==> config.mk <==
export PLATFORM = sky130hd
export DESIGN_NAME = trivium_seq_ctrl
export DESIGN_NICKNAME = d
export VERILOG_FILES = /design/src/rtl/trivium_seq_ctrl.sv
export SDC_FILE = /design/constraint.sdc
export NUM_CORES = 1
export LEC_CHECK = 0
export ABC_AREA = 1
export CORE_UTILIZATION = 42
export CTS_BUF_LIST = sky130_fd_sc_hd__clkbuf_16
export DETAILED_ROUTE_END_ITERATION = 8
export PLACE_DENSITY_LB_ADDON = 0.15
export SETUP_SLACK_MARGIN = 0.1
export SYNTH_ARGS = -nofsm -noshare
export SYNTH_HDL_FRONTEND = slang
export SYNTH_SLANG_ARGS = --single-unit
==> constraint.sdc <==
create_clock -name clk -period 1.7 [get_ports clk]
set_input_delay 0.17 -clock clk [delete_from_list [all_inputs] [get_ports clk]]
set_output_delay 0.17 -clock clk [all_outputs]
set_load 0.1 [all_outputs]
==> src/rtl/trivium_seq_ctrl.sv <==
// Trivium keystream sequencer.
// Accepts a key/IV by handshake, strobes a one-cycle load into the core,
// runs the warm-up rounds, then encrypts/decrypts one data bit per cycle
// through a 1-deep output register. A per-key keystream budget parks the
// controller in EXHAUSTED until a fresh key/IV arrives.
module trivium_seq_ctrl #(
  parameter int unsigned      INIT_ROUNDS = 1152,
  parameter int unsigned      CNT_W       = 64,
  parameter logic [CNT_W-1:0] KS_LIMIT    = {CNT_W{1'b1}}
) (
  input  logic             clk,
  input  logic             rst,
  input  logic             key_iv_valid,
  output logic             key_iv_ready,
  input  logic [79:0]      key,
  input  logic [79:0]      iv,
  output logic             core_load,
  output logic [79:0]      core_key,
  output logic [79:0]      core_iv,
  output logic             core_step,
  input  logic             core_z,
  input  logic             din_valid,
  output logic             din_ready,
  input  logic             din,
  output logic             dout_valid,
  input  logic             dout_ready,
  output logic             dout,
  input  logic             abort,
  output logic             busy,
  output logic             ks_exhausted,
  output logic [CNT_W-1:0] ks_count
);

  localparam int unsigned      RND_W      = (INIT_ROUNDS > 1) ? $clog2(INIT_ROUNDS) : 1;
  localparam logic [RND_W-1:0] ROUND_LAST = RND_W'(INIT_ROUNDS - 1);
  localparam logic [CNT_W-1:0] KS_LAST    = KS_LIMIT - CNT_W'(1);

  typedef enum logic [2:0] {
    S_IDLE,
    S_LOAD,
    S_WARMUP,
    S_READY,
    S_EXHAUSTED
  } state_t;

  state_t           state_reg, state_next;
  logic [RND_W-1:0] round_reg, round_next;

  logic accept;
  logic din_fire;
  logic dout_fire;

  // Handshake readies. key_iv_ready is held low while in reset so every
  // output reads 0 until the reset is released.
  assign key_iv_ready = rst & ((state_reg == S_IDLE) | (state_reg == S_EXHAUSTED))
                        & ~dout_valid & ~abort;
  assign din_ready    = (state_reg == S_READY) & ~abort & (~dout_valid | dout_ready);

  assign accept    = key_iv_valid & key_iv_ready;
  assign din_fire  = din_valid & din_ready;
  assign dout_fire = dout_valid & dout_ready;

  assign busy         = (state_reg == S_LOAD) | (state_reg == S_WARMUP);
  assign ks_exhausted = (state_reg == S_EXHAUSTED);

  // State and round-counter registers.
  always_ff @(posedge clk or negedge rst) begin
    if (!rst) begin
      state_reg <= S_IDLE;
      round_reg <= '0;
    end else begin
      state_reg <= state_next;
      round_reg <= round_next;
    end
  end

  // Next-state logic plus the core strobes; abort overrides everything.
  always_comb begin
    state_next = state_reg;
    round_next = round_reg;
    core_load  = 1'b0;
    core_step  = 1'b0;
    case (state_reg)
      S_IDLE, S_EXHAUSTED: begin
        if (accept) state_next = S_LOAD;
      end
      S_LOAD: begin
        core_load  = 1'b1;
        state_next = S_WARMUP;
        round_next = '0;
      end
      S_WARMUP: begin
        core_step = 1'b1;
        if (round_reg == ROUND_LAST) begin
          state_next = S_READY;
        end else begin
          round_next = round_reg + RND_W'(1);
        end
      end
      S_READY: begin
        if (din_fire) begin
          core_step = 1'b1;
          if (ks_count == KS_LAST) state_next = S_EXHAUSTED;
        end
      end
      default: state_next = S_IDLE;
    endcase
    if (abort) begin
      state_next = S_IDLE;
      round_next = '0;
      core_load  = 1'b0;
      core_step  = 1'b0;
    end
  end

  // Key/IV capture, keystream accounting and the 1-deep output register.
  always_ff @(posedge clk or negedge rst) begin
    if (!rst) begin
      core_key   <= '0;
      core_iv    <= '0;
      ks_count   <= '0;
      dout       <= 1'b0;
      dout_valid <= 1'b0;
    end else if (abort) begin
      ks_count   <= '0;
      dout_valid <= 1'b0;
    end else begin
      if (accept) begin
        core_key <= key;
        core_iv  <= iv;
        ks_count <= '0;
      end
      if (din_fire) begin
        dout       <= din ^ core_z;
        dout_valid <= 1'b1;
        if (ks_count != KS_LIMIT) ks_count <= ks_count + CNT_W'(1);
      end else if (dout_fire) begin
        dout_valid <= 1'b0;
      end
    end
  end

endmodule

==> metrics.log, run 1 <==
INFO  metric yosysUniqueCellTypes = 38
INFO  metric synthMostInstantiatedCell = sky130_fd_sc_hd__nand2_1
INFO  metric worstSetupStartpoint = state_reg[0]
INFO  metric route.detailed.vias_per_inst = 5.15
INFO  metric p_total = 38.4 mW
INFO  metric detail_route.wirelength = 47,200 um
INFO  metric maxSlewViolCount = 0
INFO  metric core-area = 27,800 um2
INFO  metric clock_tree.root_cell = sky130_fd_sc_hd__clkbuf_16
INFO  metric fin_nets = 2,132
INFO  metric yosysSeqAreaShare = 50.6%
INFO  metric worst_skew_pair.late_latency = 0.55 ns
INFO  metric timing.critical_path.fanout_max = 3
INFO  metric layout.filler_cells = 1,872
INFO  metric clkSinkCount = 240
INFO  metric x_dimension_of_the_die = 170 um
INFO  metric asyncSetResetFlopFracSynth = 100%
INFO  metric final-hold-violation-count = 0
INFO  metric avgSynthCellArea = 9.23 um2
INFO  metric syn_inst = 1,285
INFO  metric number_of_top_level_pins = 400
INFO  metric synth_enable_flop_cells = 0
INFO  metric required = 1.53 ns
INFO  metric post-dp-hpwl = 32,200 um
INFO  metric layout-drive-gt1-share = 50.4%
INFO  metric grt_start_max_net_pins = 94
INFO  metric clk_skew = 0.0180 ns
INFO  metric ctsLongestPathBuffers = 3
INFO  metric hold_class = in2async
INFO  metric grt_antenna_before_repair = 5
INFO  metric first_pass_grt_wire_length = 70,900 um
INFO  metric relSlewSlack = 52.8%
INFO  metric crit-reg2reg-launch = state_reg[1]
INFO  metric synthesis.nets = 1,456
INFO  metric grt_pass1_vias = 12,700
INFO  metric placement_rows = 61
INFO  metric synth.area.top_cells = sky130_fd_sc_hd__dfrtp_1 51%, sky130_fd_sc_hd__mux2_2 15%, sky130_fd_sc_hd__nand2_1 11%
INFO  metric reg.largest.list = core_iv x80, core_key x80, ks_count x64
INFO  metric postRouteAntennaNets = 0
INFO  metric synth-warning-count = 0
INFO  metric buffer_ports.inserted = 399
INFO  metric rrSetupSlack = -0.22 ns
INFO  metric reg2reg_to = ks_count[32]
INFO  metric cts_tree = built
INFO  metric postLayoutSetupSlackWorst = -0.416 ns
INFO  metric floorplan_die_height = 170 um
INFO  metric drt_iter0_drc = 798
INFO  metric cp-end-kind = primary output
INFO  metric fmax = 0.473 GHz
INFO  metric fin_util = 77.6%
INFO  metric hold_ws = 0.207 ns
INFO  metric globalRouteOverflowTotal = 0
INFO  metric synth_top_area_cell = sky130_fd_sc_hd__dfrtp_1
INFO  metric max-vdd-ir-drop = 2.44 mV
INFO  metric die_area = 28,900 um2
INFO  metric critical_path_class = reg2out
INFO  metric synth_top_area_share = 50.6%
INFO  metric power_leakage = 10.1 nW
INFO  metric globalplace.congestion = 0.933
INFO  metric grt_setup_unrepaired = yes
INFO  metric cp_data_arrival_time = 1.95 ns
INFO  metric synthToLayoutAreaGrowth = 81.9%
INFO  metric initial_core_util = 42.7%
INFO  metric final.period_utilization = 124%
INFO  metric synthesis.area = 11,900 um2
INFO  metric run_status = complete, but fails checks
INFO  metric synth_seq_cells = 240
INFO  metric cap_viol_max_count = 0
INFO  metric synth_top_flop_cell = sky130_fd_sc_hd__dfrtp_1
INFO  metric power_per_cell_area = 1780 nW/um2
INFO  metric clock_tree.htree_level_count = 1
INFO  metric setup-violations-final = 234
INFO  metric worst_slew_pin_slew = 0.708 ns
INFO  metric drc_violation_count_after_routing = 0
INFO  metric detailedRoute.firstPassIterationCount = 6
INFO  metric grt.total_usage = 32.1%
INFO  metric failing_checks = setup timing
INFO  metric rr_worst_depth = 9
INFO  metric tritoncts.num_buffers = 28
INFO  metric post_synth_most_frequent_cells = 347 x sky130_fd_sc_hd__nand2_1, 240 x sky130_fd_sc_hd__dfrtp_1, 160 x sky130_fd_sc_hd__mux2_2
INFO  metric final_period_minus_worst_setup_slack = 2.12 ns
INFO  metric routed-via-count = 12,200
INFO  metric routed_wire_length_per_instance = 20.0 um
INFO  metric path_clk_slew = 0.06 ns
INFO  metric critPathLaunchType = register
## cells by family (layout without fill, tap and decap cells)
group                    count (synthesis)  count (layout)  synth area share [%]
AO/OA/AOI/OAI                           55              55                  2.40
XOR/XNOR                                31              31                  2.29
adder cells (fa/ha/maj)                  3               3                 0.317
buffers and inverters                  124             820                  4.42
flip-flops                             240             240                  50.6
multiplexers                           160             160                  15.2
other                                    0               5                     0
AND/OR/NAND/NOR                        672             673                  24.7
## per-layer routing
metal  vias to the layer above  GRT usage (%)  wire length [um]
met3                       127           8.37              3570
met1                      5955           35.7             17000
met5                         -              0                 0
met4                         0           13.8              2000
li1                       5591              -                 -
met2                       498           57.7             24700
## what timing repair did
action,4_1_cts,5_1_grt
cloned,14,0
pin swaps,93,43
buffers inserted,31,15
setup endpoints to repair,241,251
hold buffers,1,0
hold endpoints to repair,45,0
resized for setup,201,84
## area by class of cell
type | instances | area, um2 | area share [%]
antenna | 5 | 12.5 | 0.0580
clock buffer | 29 | 726 | 3.37
clock inverter | 22 | 215 | 0.998
inverter | 81 | 324 | 1.50
multi-input combinational | 922 | 6190 | 28.7
sequential | 240 | 6090 | 28.3
tap | 378 | 473 | 2.19
timing repair buffer | 688 | 7530 | 34.9
## cell usage in the layout (no fill, tap or decap), types with 5 or more instances in the layout
cell                              instances
sky130_fd_sc_hd__nand2_2                 45
sky130_fd_sc_hd__nand3_1                 90
sky130_fd_sc_hd__inv_2                    6
sky130_fd_sc_hd__buf_16                  12
sky130_fd_sc_hd__dfrtp_1                176
sky130_fd_sc_hd__nor2_1                  79
sky130_fd_sc_hd__inv_1                   71
sky130_fd_sc_hd__nor2_4                  21
sky130_fd_sc_hd__nor2_2                  44
sky130_fd_sc_hd__o21ai_0                  9
sky130_fd_sc_hd__nand2_4                 16
sky130_fd_sc_hd__bufbuf_16                6
sky130_fd_sc_hd__nand2_1                292
sky130_fd_sc_hd__clkinv_1                 6
sky130_fd_sc_hd__clkbuf_16               29
sky130_fd_sc_hd__nand3_2                 26
sky130_fd_sc_hd__dfrtp_2                 61
sky130_fd_sc_hd__o21ai_2                 20
sky130_fd_sc_hd__mux2_2                 160
sky130_fd_sc_hd__nand3_4                  6
sky130_fd_sc_hd__buf_6                   22
sky130_fd_sc_hd__clkdlybuf4s50_1        166
sky130_fd_sc_hd__buf_4                  362
sky130_fd_sc_hd__nand3b_1                10
sky130_fd_sc_hd__o21ai_1                 14
sky130_fd_sc_hd__clkinv_2                 5
sky130_fd_sc_hd__xnor2_1                 14
sky130_fd_sc_hd__xor2_1                  15
sky130_fd_sc_hd__diode_2                  5
sky130_fd_sc_hd__nand4_1                 24
sky130_fd_sc_hd__buf_12                 117
sky130_fd_sc_hd__a21oi_1                  6
## per-stage QoR
stage / cells / TNS, ns / setup slack [ns] / cell area [um2]
after detailed placement: 2251 / -18.84 / -0.171 / 18900
after global placement: 2251 / -15.11 / -0.162 / 18900
after CTS: 2347 / -17.04 / -0.391 / 21200
final: 2365 / -29.47 / -0.416 / 21600
after global routing: 2365 / -45.27 / -0.511 / 21600
after floorplan: 1285 / -88.94 / -0.501 / 12100
## where the power goes
group          internal, mW  switching, mW  leakage [nW]  total (mW)
Combinational          5.86           17.3          6.74        23.2
Clock                  3.69           2.51         0.463        6.20
Sequential             7.69           1.32          2.91        9.02
## worst max-delay path: stages (launching register included)
cell and delay (ns):
sky130_fd_sc_hd__dfrtp_1 0.40, sky130_fd_sc_hd__buf_6 0.13, sky130_fd_sc_hd__nand2_4 0.05, sky130_fd_sc_hd__nor2_4 0.09
sky130_fd_sc_hd__nand2_2 0.08, sky130_fd_sc_hd__nor2_4 0.15, sky130_fd_sc_hd__nand2_4 0.06, sky130_fd_sc_hd__buf_6 0.12
sky130_fd_sc_hd__a21oi_4 0.13, sky130_fd_sc_hd__buf_12 0.19
## how the worst max path moves through the flow
stage                         to  slack [ns]  cells past startpoint
finish                 core_step       -0.42                      9
global placement    ks_count[57]       -0.16                     10
floorplan              core_step       -0.50                      5
detailed placement   ks_count[3]       -0.17                     10
global route           core_step       -0.51                      9
CTS                    core_step       -0.39                      9
Note: power is estimated with default switching activity, not from simulation.
==> run 2, diff against run 1 <==
--- a/config.mk
+++ b/config.mk
@@ -7,4 +7,3 @@
 export LEC_CHECK = 0
-export ABC_AREA = 1
-export CORE_UTILIZATION = 42
+export CORE_UTILIZATION = 41
 export CTS_BUF_LIST = sky130_fd_sc_hd__clkbuf_16
@@ -12,3 +11,2 @@
 export PLACE_DENSITY_LB_ADDON = 0.15
-export SETUP_SLACK_MARGIN = 0.1
 export SYNTH_ARGS = -nofsm -noshare
--- a/constraint.sdc
+++ b/constraint.sdc
@@ -3,2 +3,2 @@
 set_output_delay 0.17 -clock clk [all_outputs]
-set_load 0.1 [all_outputs]
+set_load 0.01 [all_outputs]
==> run 2 against run 1 <==
The flow still finishes with violations (setup timing). Utilization shrank 1.0 points. Register-to-register slack got worse by 0.13 ns. Final area decreased by 7.4%. Sequential cell count is the same. Power shrank 53%. Setup slack better by 0.063 ns. Clock power down 1%. Critical path depth shrank 2. Non-clock buffer count up 14. Via count shrank 8.7%. Clock skew barely moved. Clock-buffer cell count shrank 2.
==> metrics.log, run 2 <==
INFO  metric run_status = complete, but fails checks
INFO  metric failing_checks = setup timing
INFO  metric post_synth_most_frequent_cells = 240 x sky130_fd_sc_hd__dfrtp_1, 161 x sky130_fd_sc_hd__mux2_2, 64 x sky130_fd_sc_hd__nand2_1
INFO  metric layout-drive-gt1-share = 40.6%
INFO  metric synthMostInstantiatedCell = sky130_fd_sc_hd__dfrtp_1
INFO  metric routed_wire_length_per_instance = 22.7 um
INFO  metric detail_route.wirelength = 45,100 um
INFO  metric pwr-share-seq = 39.9%
INFO  metric critical_path_cell_count = 7
INFO  metric grt_setup_unrepaired = yes
INFO  metric first_pass_grt_wire_length = 63,200 um
INFO  metric fin_util = 76.6%
INFO  metric final_cell_mix = 319 x sky130_fd_sc_hd__clkdlybuf4s50_1, 217 x sky130_fd_sc_hd__dfrtp_1, 211 x sky130_fd_sc_hd__buf_4, 146 x sky130_fd_sc_hd__mux2_2, 57 x sky130_fd_sc_hd__dlygate4sd2_1
INFO  metric setup-violations-final = 241
INFO  metric path_common_cell = sky130_fd_sc_hd__nand4_1
INFO  metric reg_area = 6030 um2
INFO  metric final_period_minus_worst_setup_slack = 2.05 ns
INFO  metric grt_antenna_before_repair = 4
INFO  metric hold_ws = 0.229 ns
INFO  metric critical_path.slowest_cell = sky130_fd_sc_hd__or4_4
INFO  metric required = 2.19 ns
INFO  metric synth_top_area_share = 55.0%
INFO  metric worst_skew_pair.late_latency = 0.55 ns
INFO  metric crit_path_max_incr_delay = 0.59 ns
INFO  metric synthesis.area = 10,900 um2
INFO  metric clock_power_share = 34.0%
INFO  metric max-vdd-ir-drop = 0.914 mV
INFO  metric post_synth_mux_area_share = 16.7%
INFO  metric synth_area_in_xor_xnor = 0.642%
INFO  metric clock_tree.root_cell = sky130_fd_sc_hd__clkbuf_16
INFO  metric yosysUniqueCellTypes = 58
INFO  metric asyncSetResetFlopFracSynth = 100%
INFO  metric post_synth_fa_ha_maj_area_fraction = 0.344%
INFO  metric routed-via-count = 11,100
INFO  metric setup_tns = -49.53 ns
INFO  metric ctsLongestPathBuffers = 3
INFO  metric grt.total_usage = 30.3%
INFO  metric synth.area.top_cells = sky130_fd_sc_hd__dfrtp_1 55%, sky130_fd_sc_hd__mux2_2 17%, sky130_fd_sc_hd__nand4_1 2.5%
INFO  metric crit_chain = nand4_1, or4_4, nor3_4, buf_6, nand4_1, or3_1, nand3_1
INFO  metric drc_violation_count_after_routing = 0
INFO  metric power_leakage = 9.16 nW
INFO  metric cp-end-kind = register
INFO  metric synth_enable_flop_cells = 0
INFO  metric crit-reg2reg-launch = ks_count[28]
INFO  metric maxSlewViolCount = 0
INFO  metric switchingPower = 4.77 mW
INFO  metric post_synth_and_or_nand_nor_area_fraction = 14.8%
INFO  metric synth_top_area_cell = sky130_fd_sc_hd__dfrtp_1
INFO  metric synth-warning-count = 0
INFO  metric p_total = 18.0 mW
INFO  metric synth_compound_gate_area_share = 9.94%
INFO  metric placement_rows = 59
INFO  metric clkSinkCount = 240
INFO  metric synth_seq_cells = 240
INFO  metric floorplan_die_height = 165 um
INFO  metric cp.buffers_inverters = 1
INFO  metric route.detailed.vias_per_inst = 5.59
INFO  metric buffer_ports.inserted = 399
INFO  metric cp_data_arrival_time = 2.54 ns
INFO  metric cellInternalPower = 13.3 mW
INFO  metric post-dp-hpwl = 27,900 um
INFO  metric cap_viol_max_count = 0
INFO  metric critical_path_class = reg2reg
INFO  metric clk_skew = 0.0179 ns
INFO  metric cts_tree = built
INFO  metric synthToLayoutAreaGrowth = 82.8%
INFO  metric hold_class = in2reg
INFO  metric drt_iter0_drc = 714
INFO  metric dominant_combinational_cell_family_by_area_after_synthesis = multiplexers
INFO  metric number_of_cells_on_the_worst_hold_path = 2
INFO  metric globalplace.congestion = 0.892
INFO  metric power_per_cell_area = 903 nW/um2
INFO  metric postLayoutSetupSlackWorst = -0.352 ns
INFO  metric timing.critical_path.fanout_max = 6
INFO  metric final-hold-violation-count = 0
INFO  metric reg.largest.list = core_iv x80, core_key x80, ks_count x64
INFO  metric avgSynthCellArea = 11.5 um2
INFO  metric initial_core_util = 41.9%
INFO  metric layout.filler_cells = 1,663
INFO  metric detailedRoute.firstPassIterationCount = 5
INFO  metric final.period_utilization = 121%
INFO  metric globalRouteOverflowTotal = 0
INFO  metric tritoncts.num_buffers = 27
INFO  metric synthesis.nets = 1,118
INFO  metric synth_top_flop_cell = sky130_fd_sc_hd__dfrtp_1
INFO  metric rr_worst_depth = 7
INFO  metric grt_pass1_vias = 11,100
INFO  metric power_frac_comb = 26.1%
INFO  metric fin_area = 20,000 um2
INFO  metric die_area = 27,300 um2
INFO  metric path_clk_slew = 0.06 ns
INFO  metric yosysSeqAreaShare = 55.0%
INFO  metric postRouteAntennaNets = 0
INFO  metric grt_start_max_net_pins = 183
INFO  metric syn_inst = 947
INFO  metric mostFrequentLayoutCell = sky130_fd_sc_hd__clkdlybuf4s50_1
INFO  metric worstSetupStartpoint = ks_count[28]
INFO  metric multi_input_area = 5530 um2
INFO  metric post_dp_cell_area = 17,000 um2
INFO  metric relSlewSlack = 21.7%
INFO  metric worst_slew_pin_slew = 1.17 ns
INFO  metric clock_tree.htree_level_count = 1
INFO  metric critPathLaunchType = register
INFO  metric fin_nets = 1,796
INFO  metric number_of_top_level_pins = 400
INFO  metric fmax = 0.487 GHz
INFO  metric worstHoldStart = iv[46]
INFO  metric x_dimension_of_the_die = 165 um
INFO  metric timing.critical_path.max_delay_family = simple AND/OR/NAND/NOR gates
INFO  metric p_sw_share = 26.5%
INFO  metric core-area = 26,100 um2
run 2: cell count changes after synthesis, sizes merged, moves of 18 or more:
cell    before  now
nand2      356   64
nor2       146   40
nand3      122   34
inv         81   12
a21oi        8   42
clkbuf      10   43
o21ai       43   69
nand4       24   47
and4         0   19
and3         0   18
buf         33   15
run 2: metrics by stage:
step	setup WS (ns)	cells
4_1_cts	-0.300	1956
6_report	-0.352	1986
3_5_place_dp	-0.453	1836
2_1_floorplan	-0.284	947
5_1_grt	-0.451	1984
3_3_place_gp	-0.404	1836
run 2: metal layers:
| layer | vias up | GRT usage (%) | share of wire, % | wire (um) |
|---|---|---|---|---|
| met4 | 0 | 13.3 | 3.8 | 1720 |
| met2 | 522 | 51.7 | 50 | 22600 |
| met1 | 5552 | 37.1 | 38 | 17000 |
| li1 | 4902 | - | - | - |
| met3 | 131 | 5.97 | 8.4 | 3790 |
| met5 | - | 0 | 0 | 0 |
run 2: kinds of logic after synthesis:
group | after synthesis
adders and majority gates | 3
AOI/OAI and AO/OA | 176
DFF | 240
buffers and inverters | 70
muxes | 162
xor gates and xnor gates | 8
and+or+nand+nor | 288
run 2: worst paths after layout:
check                               end  slack [ns]
max                        ks_count[42]       -0.35
min                         core_iv[46]        0.23
max reg2reg                ks_count[42]       -0.35
max in group asynchronous  ks_count[13]        0.33
min in group asynchronous  round_reg[2]        0.34
min reg2reg                        dout        0.48
run 2: cell type report:
type / count / area share [%]
clock buffers: 27 / 3.39
multi-input cells: 642 / 27.7
diodes: 6 / 0.0752
well taps: 335 / 2.10
clock inverters: 22 / 1.17
flip-flops and latches: 240 / 30.2
inverters: 12 / 0.226
repair buffers: 702 / 35.1
run 2: power by group through the flow:
| stage | clock network [mW] | registers [mW] | logic [mW] |
|---|---|---|---|
| final | 6.13 | 7.19 | 4.70 |
| after detailed placement | 0 | 7.24 | 4.34 |
| after CTS | 6.18 | 7.13 | 4.64 |
| after global routing | 6.42 | 7.28 | 4.98 |
| after floorplan | 0 | 7.66 | 1.01 |
| after global placement | 0 | 7.17 | 4.28 |
run 2: repair_timing:
item | CTS | global route
setup buffers | 47 | 40
cloned | 24 | 5
endpoints found under the hold margin | 240 | 0
pin swaps | 56 | 56
setup endpoints to repair | 304 | 252
gates resized for setup | 238 | 153
hold buffers | 1 | 0
